File: config.mk
export PLATFORM = sky130hd
export DESIGN_NAME = seq_cmp16
export DESIGN_NICKNAME = d
export VERILOG_FILES = /design/src/rtl/cmp_pkg.sv /design/src/rtl/eq4.sv /design/src/rtl/seq_cmp16.sv
export SDC_FILE = /design/constraint.sdc
export NUM_CORES = 1
export LEC_CHECK = 0
export BUFFER_PORTS_ARGS = -buffer_cell sky130_fd_sc_hd__buf_2
export CORE_MARGIN = 10
export CORE_UTILIZATION = 25
export CTS_CLUSTER_DIAMETER = 100
export DETAILED_ROUTE_END_ITERATION = 8
export PLACE_DENSITY = 0.43
export SLEW_MARGIN = 20
export SYNTH_ARGS = -nofsm -noshare
export SYNTH_HDL_FRONTEND = slang
export SYNTH_HIERARCHICAL = 1
export SYNTH_SLANG_ARGS = --single-unit
export TNS_END_PERCENT = 100
File: constraint.sdc
create_clock -name clk -period 7.8 [get_ports clk]
set_clock_uncertainty 0.1 [all_clocks]
set_input_delay 0.78 -clock clk [delete_from_list [all_inputs] [get_ports clk]]
set_output_delay 0.78 -clock clk [all_outputs]
set_load 0.005 [all_outputs]
File: src/rtl/cmp_pkg.sv
`default_nettype none
// ============================================================================
//  Package : cmp_pkg
//  Shared constants and FSM encoding for the sequential nibble comparator.
//  Revision: 1.0  initial release
// ============================================================================
package cmp_pkg;

    // Width of one comparison slice
    localparam int NIBBLE_W = 4;

    // Comparator controller states
    typedef enum logic [1:0] {
        IDLE = 2'd0,
        RUN  = 2'd1,
        DONE = 2'd2
    } state_t;

endpackage : cmp_pkg
`default_nettype wire

File: src/rtl/eq4.sv
`default_nettype none
// ============================================================================
//  Module  : eq4
//  4-bit equality comparator; the only equality logic in the comparator.
//  Revision: 1.0  initial release
// ============================================================================
module eq4
    import cmp_pkg::*;
(
    input  logic [NIBBLE_W-1:0] a_i,
    input  logic [NIBBLE_W-1:0] b_i,
    output logic                eq_o
);

    assign eq_o = (a_i == b_i);

endmodule : eq4
`default_nettype wire

File: src/rtl/seq_cmp16.sv
`default_nettype none
// ============================================================================
//  Module  : seq_cmp16
//  Sequential operand comparator: checks one nibble per cycle, LSB first,
//  stopping at the first mismatch, and reports equality plus the index of
//  the lowest mismatching nibble through a valid/ready handshake.
//  Revision: 1.0  initial release
// ============================================================================
module seq_cmp16
    import cmp_pkg::*;
#(
    parameter int NIBBLES = 4,
    parameter int IDXW    = 2
) (
    input  logic                      clk,
    input  logic                      rst_n,
    input  logic                      clear,
    input  logic                      in_valid,
    output logic                      in_ready,
    input  logic [4*NIBBLES-1:0]      a,
    input  logic [4*NIBBLES-1:0]      b,
    output logic                      out_valid,
    input  logic                      out_ready,
    output logic                      eq,
    output logic [IDXW-1:0]           mis_idx
);

    localparam int              c_op_w     = NIBBLE_W * NIBBLES;
    localparam logic [IDXW-1:0] c_idx_last = IDXW'(NIBBLES - 1);
    localparam logic [IDXW-1:0] c_idx_one  = IDXW'(1);

    state_t              state_q, state_d;
    logic [c_op_w-1:0]   a_q, a_d;
    logic [c_op_w-1:0]   b_q, b_d;
    logic [IDXW-1:0]     idx_q, idx_d;
    logic                eq_q, eq_d;
    logic [IDXW-1:0]     mis_q, mis_d;

    logic [NIBBLE_W-1:0] w_nib_a;
    logic [NIBBLE_W-1:0] w_nib_b;
    logic                w_nib_eq;

    // Select the nibble of each stored operand addressed by the running index
    always_comb begin
        w_nib_a = '0;
        w_nib_b = '0;
        for (int i = 0; i < NIBBLES; i++) begin
            if (idx_q == i[IDXW-1:0]) begin
                w_nib_a = a_q[i*NIBBLE_W +: NIBBLE_W];
                w_nib_b = b_q[i*NIBBLE_W +: NIBBLE_W];
            end
        end
    end

    eq4 u_eq4 (
        .a_i  (w_nib_a),
        .b_i  (w_nib_b),
        .eq_o (w_nib_eq)
    );

    // Next-state logic: accept, walk nibbles, hold result, abort on clear
    always_comb begin
        state_d = state_q;
        a_d     = a_q;
        b_d     = b_q;
        idx_d   = idx_q;
        eq_d    = eq_q;
        mis_d   = mis_q;
        if (clear) begin
            // Result is discarded; eq/mis_idx must read zero outside DONE
            state_d = IDLE;
            eq_d    = 1'b0;
            mis_d   = '0;
        end else begin
            case (state_q)
                IDLE: begin
                    if (in_valid) begin
                        a_d     = a;
                        b_d     = b;
                        idx_d   = '0;
                        state_d = RUN;
                    end
                end
                RUN: begin
                    if (!w_nib_eq) begin
                        state_d = DONE;
                        eq_d    = 1'b0;
                        mis_d   = idx_q;
                    end else if (idx_q == c_idx_last) begin
                        state_d = DONE;
                        eq_d    = 1'b1;
                        mis_d   = '0;
                    end else begin
                        idx_d   = idx_q + c_idx_one;
                    end
                end
                DONE: begin
                    // No accept in the consume cycle: IDLE is only reached next edge
                    if (out_ready) begin
                        state_d = IDLE;
                        eq_d    = 1'b0;
                        mis_d   = '0;
                    end
                end
                default: begin
                    state_d = IDLE;
                    eq_d    = 1'b0;
                    mis_d   = '0;
                end
            endcase
        end
    end

    // State and datapath registers with asynchronous active-low reset
    always_ff @(posedge clk or negedge rst_n) begin
        if (!rst_n) begin
            state_q <= IDLE;
            a_q     <= '0;
            b_q     <= '0;
            idx_q   <= '0;
            eq_q    <= 1'b0;
            mis_q   <= '0;
        end else begin
            state_q <= state_d;
            a_q     <= a_d;
            b_q     <= b_d;
            idx_q   <= idx_d;
            eq_q    <= eq_d;
            mis_q   <= mis_d;
        end
    end

    assign in_ready  = (state_q == IDLE);
    assign out_valid = (state_q == DONE);
    assign eq        = eq_q;
    assign mis_idx   = mis_q;

endmodule : seq_cmp16
`default_nettype wire

* Yosys cells after proc, flatten, opt, wreduce, memory -nomap -nowiden
Cells that the tools add are included.
Operators by class: add/sub/neg operators 1, bitwise operators 1, equal/unequal tests 13, muxes and demuxes 27, reductions and logical operators 7
Operators with widths (number):
- $mux 4 | 8
- $mux 2 | 11
- $pmux 2 s3 | 2
- $reduce_and 3->1 | 3
- $ne 2x2->1 const B | 4
- $eq 2x2->1 const B | 3
- $reduce_and 5->1 | 1
- $eq 2x1->1 const B | 2
- $eq 4x4->1 | 1
- $logic_not 2->1 | 2
- $mux 1 | 4
- $ne 4x4->1 const B | 1
- $pmux 2 s2 | 1
- $ne 3x2->1 const B | 1
- $ne 3x3->1 const B | 1
- $pmux 1 s3 | 1
- $add 2x1->2 const B | 1
- $reduce_bool 2->1 | 1
- $not 1->1 | 1
Storage, ports and cells: output and inout bits 5, register bits after elaboration 39, bits of input ports 37

* Longest topological paths before layout
depth in word-level cells 9, depth in mapped cells 12, mapped depth without buffers 10

* Modules after synthesis
Netlist, hierarchy kept.
Modules (own cells, without submodules):
- seq_cmp16 | cells each 174, times used 1, area an instance 1913.1 µm²
- eq4 | cells each 5, times used 1, area an instance 47.5 µm²

* Worst setup path before layout
No wires, ideal clock.
kind register to register, from register idx_q[0], to register idx_q[0], data arrival time 2.699 ns, data required time 7.599 ns, path buffers 2, stages on the path, launching flop included 11, setup slack 4.901 ns, cells stage by stage dfrtp_1 > inv_1 > ha_1 > clkbuf_1 > clkbuf_1 > a21oi_1 > a22o_1 > xor2_1 > nor4_2 > or4b_4 > o311ai_2
On the way: cells in the longest elaborated chain, start to end 8
Ends and longest elaborated chain:
- start: declaration | RTL line seq_cmp16.sv:35 | logic [IDXW-1:0] idx_q, idx_d;
- start signal: assignment | RTL line seq_cmp16.sv:127 | idx_q <= idx_d;
- $logic_not 2->1 | RTL line seq_cmp16.sv:48 | if (idx_q == i[IDXW-1:0]) begin
- $mux 4 (3 in series) | RTL line seq_cmp16.sv:48
- $mux 4 (*) | RTL line seq_cmp16.sv:48
- net w_nib_b[1] | RTL line seq_cmp16.sv:40 | logic [NIBBLE_W-1:0] w_nib_b;
- $eq 4x4->1 (*) | RTL line eq4.sv:15 | assign eq_o = (a_i == b_i);
- net w_nib_eq | RTL line seq_cmp16.sv:41 | logic w_nib_eq;
- $ne 2x2->1 (no source line) (*)
- $reduce_and 5->1 (no source line) (*)
The timed path passes the listed nets; every way through them passes the cells marked *. The select of a mux whose other input is x is not followed. A chain may end at the register's enable or synchronous reset.

* Worst setup path in the final report
from register idx_q[0], to register mis_q[1] (netlist: mis_idx[1])
On the way: cells in the longest elaborated chain, start to end 9
Ends and longest elaborated chain:
- $logic_not 2->1 | RTL line seq_cmp16.sv:48
- $mux 4 (3 in series) | RTL line seq_cmp16.sv:48
- $mux 4 (*) | RTL line seq_cmp16.sv:48
- net w_nib_b[1] | RTL line seq_cmp16.sv:40
- $eq 4x4->1 (*) | RTL line eq4.sv:15
- net w_nib_eq | RTL line seq_cmp16.sv:41
- $mux 2 | RTL line seq_cmp16.sv:85 | if (!w_nib_eq) begin
- $pmux 2 s3 | RTL line seq_cmp16.sv:75 | case (state_q)
- $mux 2 | RTL line seq_cmp16.sv:69 | if (clear) begin
- end signal: assignment | RTL line seq_cmp16.sv:129 | mis_q <= mis_d;
- end: declaration | RTL line seq_cmp16.sv:37 | logic [IDXW-1:0] mis_q, mis_d;
The timed path passes the listed nets; every way through them passes the cells marked *.

==> impl_metrics.json <==
{
  "ys.flop_type": "dfrtp_1",
  "grt.overflow.total": 0,
  "cts_resized": 0,
  "arrival_ns": 3.19,
  "clockRootBuffer": "clkbuf_8",
  "vias": 1404,
  "num-fill-cells": 822,
  "period_minus_slack_ns": 3.07,
  "via_per_inst": 4.42,
  "diodes": 0,
  "min-delay-start": "eq",
  "critical_path_buf_inv_count": 1,
  "initial_core_util_pct": 25.5,
  "grt_max_degree": 41,
  "ys_async_sr_fraction_pct": 100,
  "gp_congestion": 0.762,
  "grt_pass1_wl_um": 7480,
  "synth-edff-count": 0,
  "htreeDepth": 2,
  "tightest_slew_ns": 0.862,
  "yosys.cell_types.count": 30,
  "post_cts_buffers": 0,
  "rrSetupSlack_ns": 4.73,
  "io_pins": 42,
  "nets": 256,
  "dp_cells": 310,
  "slew_headroom_pct": 42.6,
  "maxCapViolations": 0,
  "drt-pass1-iter-count": 4,
  "netlist.area_leader.share_pct": 49.8,
  "cts_hold_buf": 0,
  "r2r-end": "mis_idx[1]",
  "p_comb_share_pct": 35.2,
  "synth.largest_area_cell": "dfrtp_1",
  "drcViolationCount": 0,
  "io_buffers": 41,
  "slew_viol_final": 0,
  "rsz0062_at_grt": "false",
  "antenna_found_initial": 0,
  "crit_type": "reg2reg",
  "die-area_mm2": 0.0118,
  "regToRegStartpoint": "idx_q[0]",
  "rows": 32,
  "synth.top_cells.by_count": "39 x dfrtp_1, 23 x mux2_2, 18 x nand2_1",
  "p_leak_nw": 1.07,
  "wl_um": 4530,
  "cts.sinks": 39,
  "cts_inserted_buffers": 5,
  "clkPwrFrac_pct": 25.0,
  "cp_slowest_cell": "or4b_4",
  "ys_seq_elements": 39,
  "ir_worst_vdd_uv": 101,
  "fin_setup_tns_ns": 0,
  "grt_pass1_vias": 1451,
  "critPathMaxFanout": 16,
  "fin_crit_sh_pct": 39.3,
  "fin_cells": 318,
  "min_path_type": "reg2reg",
  "yosysSeqAreaShare_pct": 49.8,
  "ctsLongestPathBuffers": 2,
  "startpoint_type": "register",
  "finalSetupViolCount": 0,
  "p_sw_mw": 0.257,
  "ys_warn_count": 6,
  "track_usage_pct": 7.99,
  "yosysMostFrequentCell": "dfrtp_1",
  "p_per_area_mw_per_mm2": 337,
  "slowest_delay_ns": 0.54,
  "status": "finished, final reports clean",
  "place_hpwl_um": 3360,
  "crit_family": "simple AND/OR/NAND/NOR gates",
  "die_h_um": 109,
  "worstPathRequired_ns": 7.93,
  "die_x_um": 109,
  "cts_tree": "yes",
  "netlist_area_mm2": 0.00196,
  "internal_power_mw": 0.536,
  "max_freq_mhz": 326,
  "ys_top_cells_by_area": "dfrtp_1 50%, mux2_2 13%, a22o_1 4.5%, a21oi_1 4.3%, o21ai_0 4.1%",
  "holdPathEnd": "eq",
  "ff2ff_path_depth": 10,
  "syn_nets": 220,
  "core_area_mm2": 0.00769,
  "path_common_cell": "a22o_1",
  "antenna_left": 0,
  "worst_setup_path_end_kind": "register",
  "routedWlPerCell_um": 14.2,
  "final-hold-violation-count": 0,
  "first_iter_violations": 84,
  "syn_inst": 179,
  "clk_latency_ns": 0.29,
  "area.growth.synth_to_final_pct": 20.0,
  "seqPwrFrac_pct": 39.7,
  "drive_gt1_share_pct": 35.2,
  "crit_chain": "inv_1, ha_1, a21oi_1, o21ai_0, a22o_1, xor2_1, nor4_2, or4b_4, nand2_1, a22o_1",
  "synth_area_per_cell_um2": 11.0,
  "whs_path_depth": 1,
  "clk_pin_slew_ns": 0.07,
  "swShare_pct": 32.4
}
sequential cells by signal, indices dropped and copies added, names as in the netlist:
register and count:
a_q 16, b_q 16, eq 1, idx_q 2, mis_idx 2, state_q 2
worst max path at each step:
stage,depth (start not counted),to,from
after floorplan,10,idx_q[0],idx_q[0]
after global placement,10,mis_idx[1],idx_q[0]
after detailed placement,10,mis_idx[1],idx_q[0]
after CTS,10,mis_idx[1],idx_q[0]
after global routing,10,mis_idx[1],idx_q[0]
final,10,mis_idx[1],idx_q[0]
cell type report:
cell class | instances | area [µm²] | area share [%]
repair buffers | 42 | 213 | 9.04
clock buffers | 6 | 72.6 | 3.09
multi-input cells | 115 | 858 | 36.5
clock inverters | 2 | 60.1 | 2.55
inverters | 12 | 45.0 | 1.91
flip-flops and latches | 39 | 976 | 41.5
well taps | 102 | 128 | 5.43
logic make-up (layout without fill, tap and decap cells):
logic type | after synthesis | after routing | synth area share (%)
AOI/OAI and AO/OA | 50 | 50 | 16.3
xor gates and xnor gates | 4 | 4 | 1.79
adders and majority gates | 4 | 4 | 2.55
buffers and inverters | 25 | 62 | 6.45
DFF | 39 | 39 | 49.8
muxes | 24 | 24 | 13.8
and+or+nand+nor | 33 | 33 | 9.32
layer usage:
metal / GRT usage (%) / vias up / part of all wire, %
met5: 0 / - / 0
met1: 10.8 / 674 / 51
li1: - / 695 / -
met4: 2.82 / 0 / 1.5
met2: 11.6 / 29 / 42
met3: 2.68 / 6 / 4.7
power by group through the flow:
stage	sequential [mW]	combinational [mW]	clock (mW)
floorplan	0.298	0.236	0
global placement	0.321	0.282	0
detailed placement	0.320	0.283	0
CTS	0.317	0.284	0.203
global route	0.325	0.320	0.212
finish	0.315	0.279	0.199
per-stage QoR:
stage | instance area [µm²] | total power, mW | setup WS (ns) | hold WS [ns] | utilization (%)
after floorplan | 1960 | 0.534 | 4.90 | 0.358 | -
after global placement | 2220 | 0.603 | 4.78 | 0.393 | 28.9
after detailed placement | 2220 | 0.604 | 4.76 | 0.389 | 28.9
after CTS | 2350 | 0.805 | 4.71 | 0.407 | 30.6
after global routing | 2350 | 0.857 | 4.42 | 0.434 | 30.6
final | 2350 | 0.793 | 4.73 | 0.396 | 30.6
placed cells by master, fill, tap and decap left out, types with 2 or more instances in the layout:
cell type	count
o21ai_0	16
nand2_1	18
nor3b_1	2
mux2_2	23
clkbuf_8	5
ha_1	4
buf_2	41
nor2_1	5
dfrtp_1	39
a22o_1	10
a21oi_1	17
xor2_1	4
inv_1	12
bufinv_16	2
No activity file was read; power rests on OpenSTA's default activity.
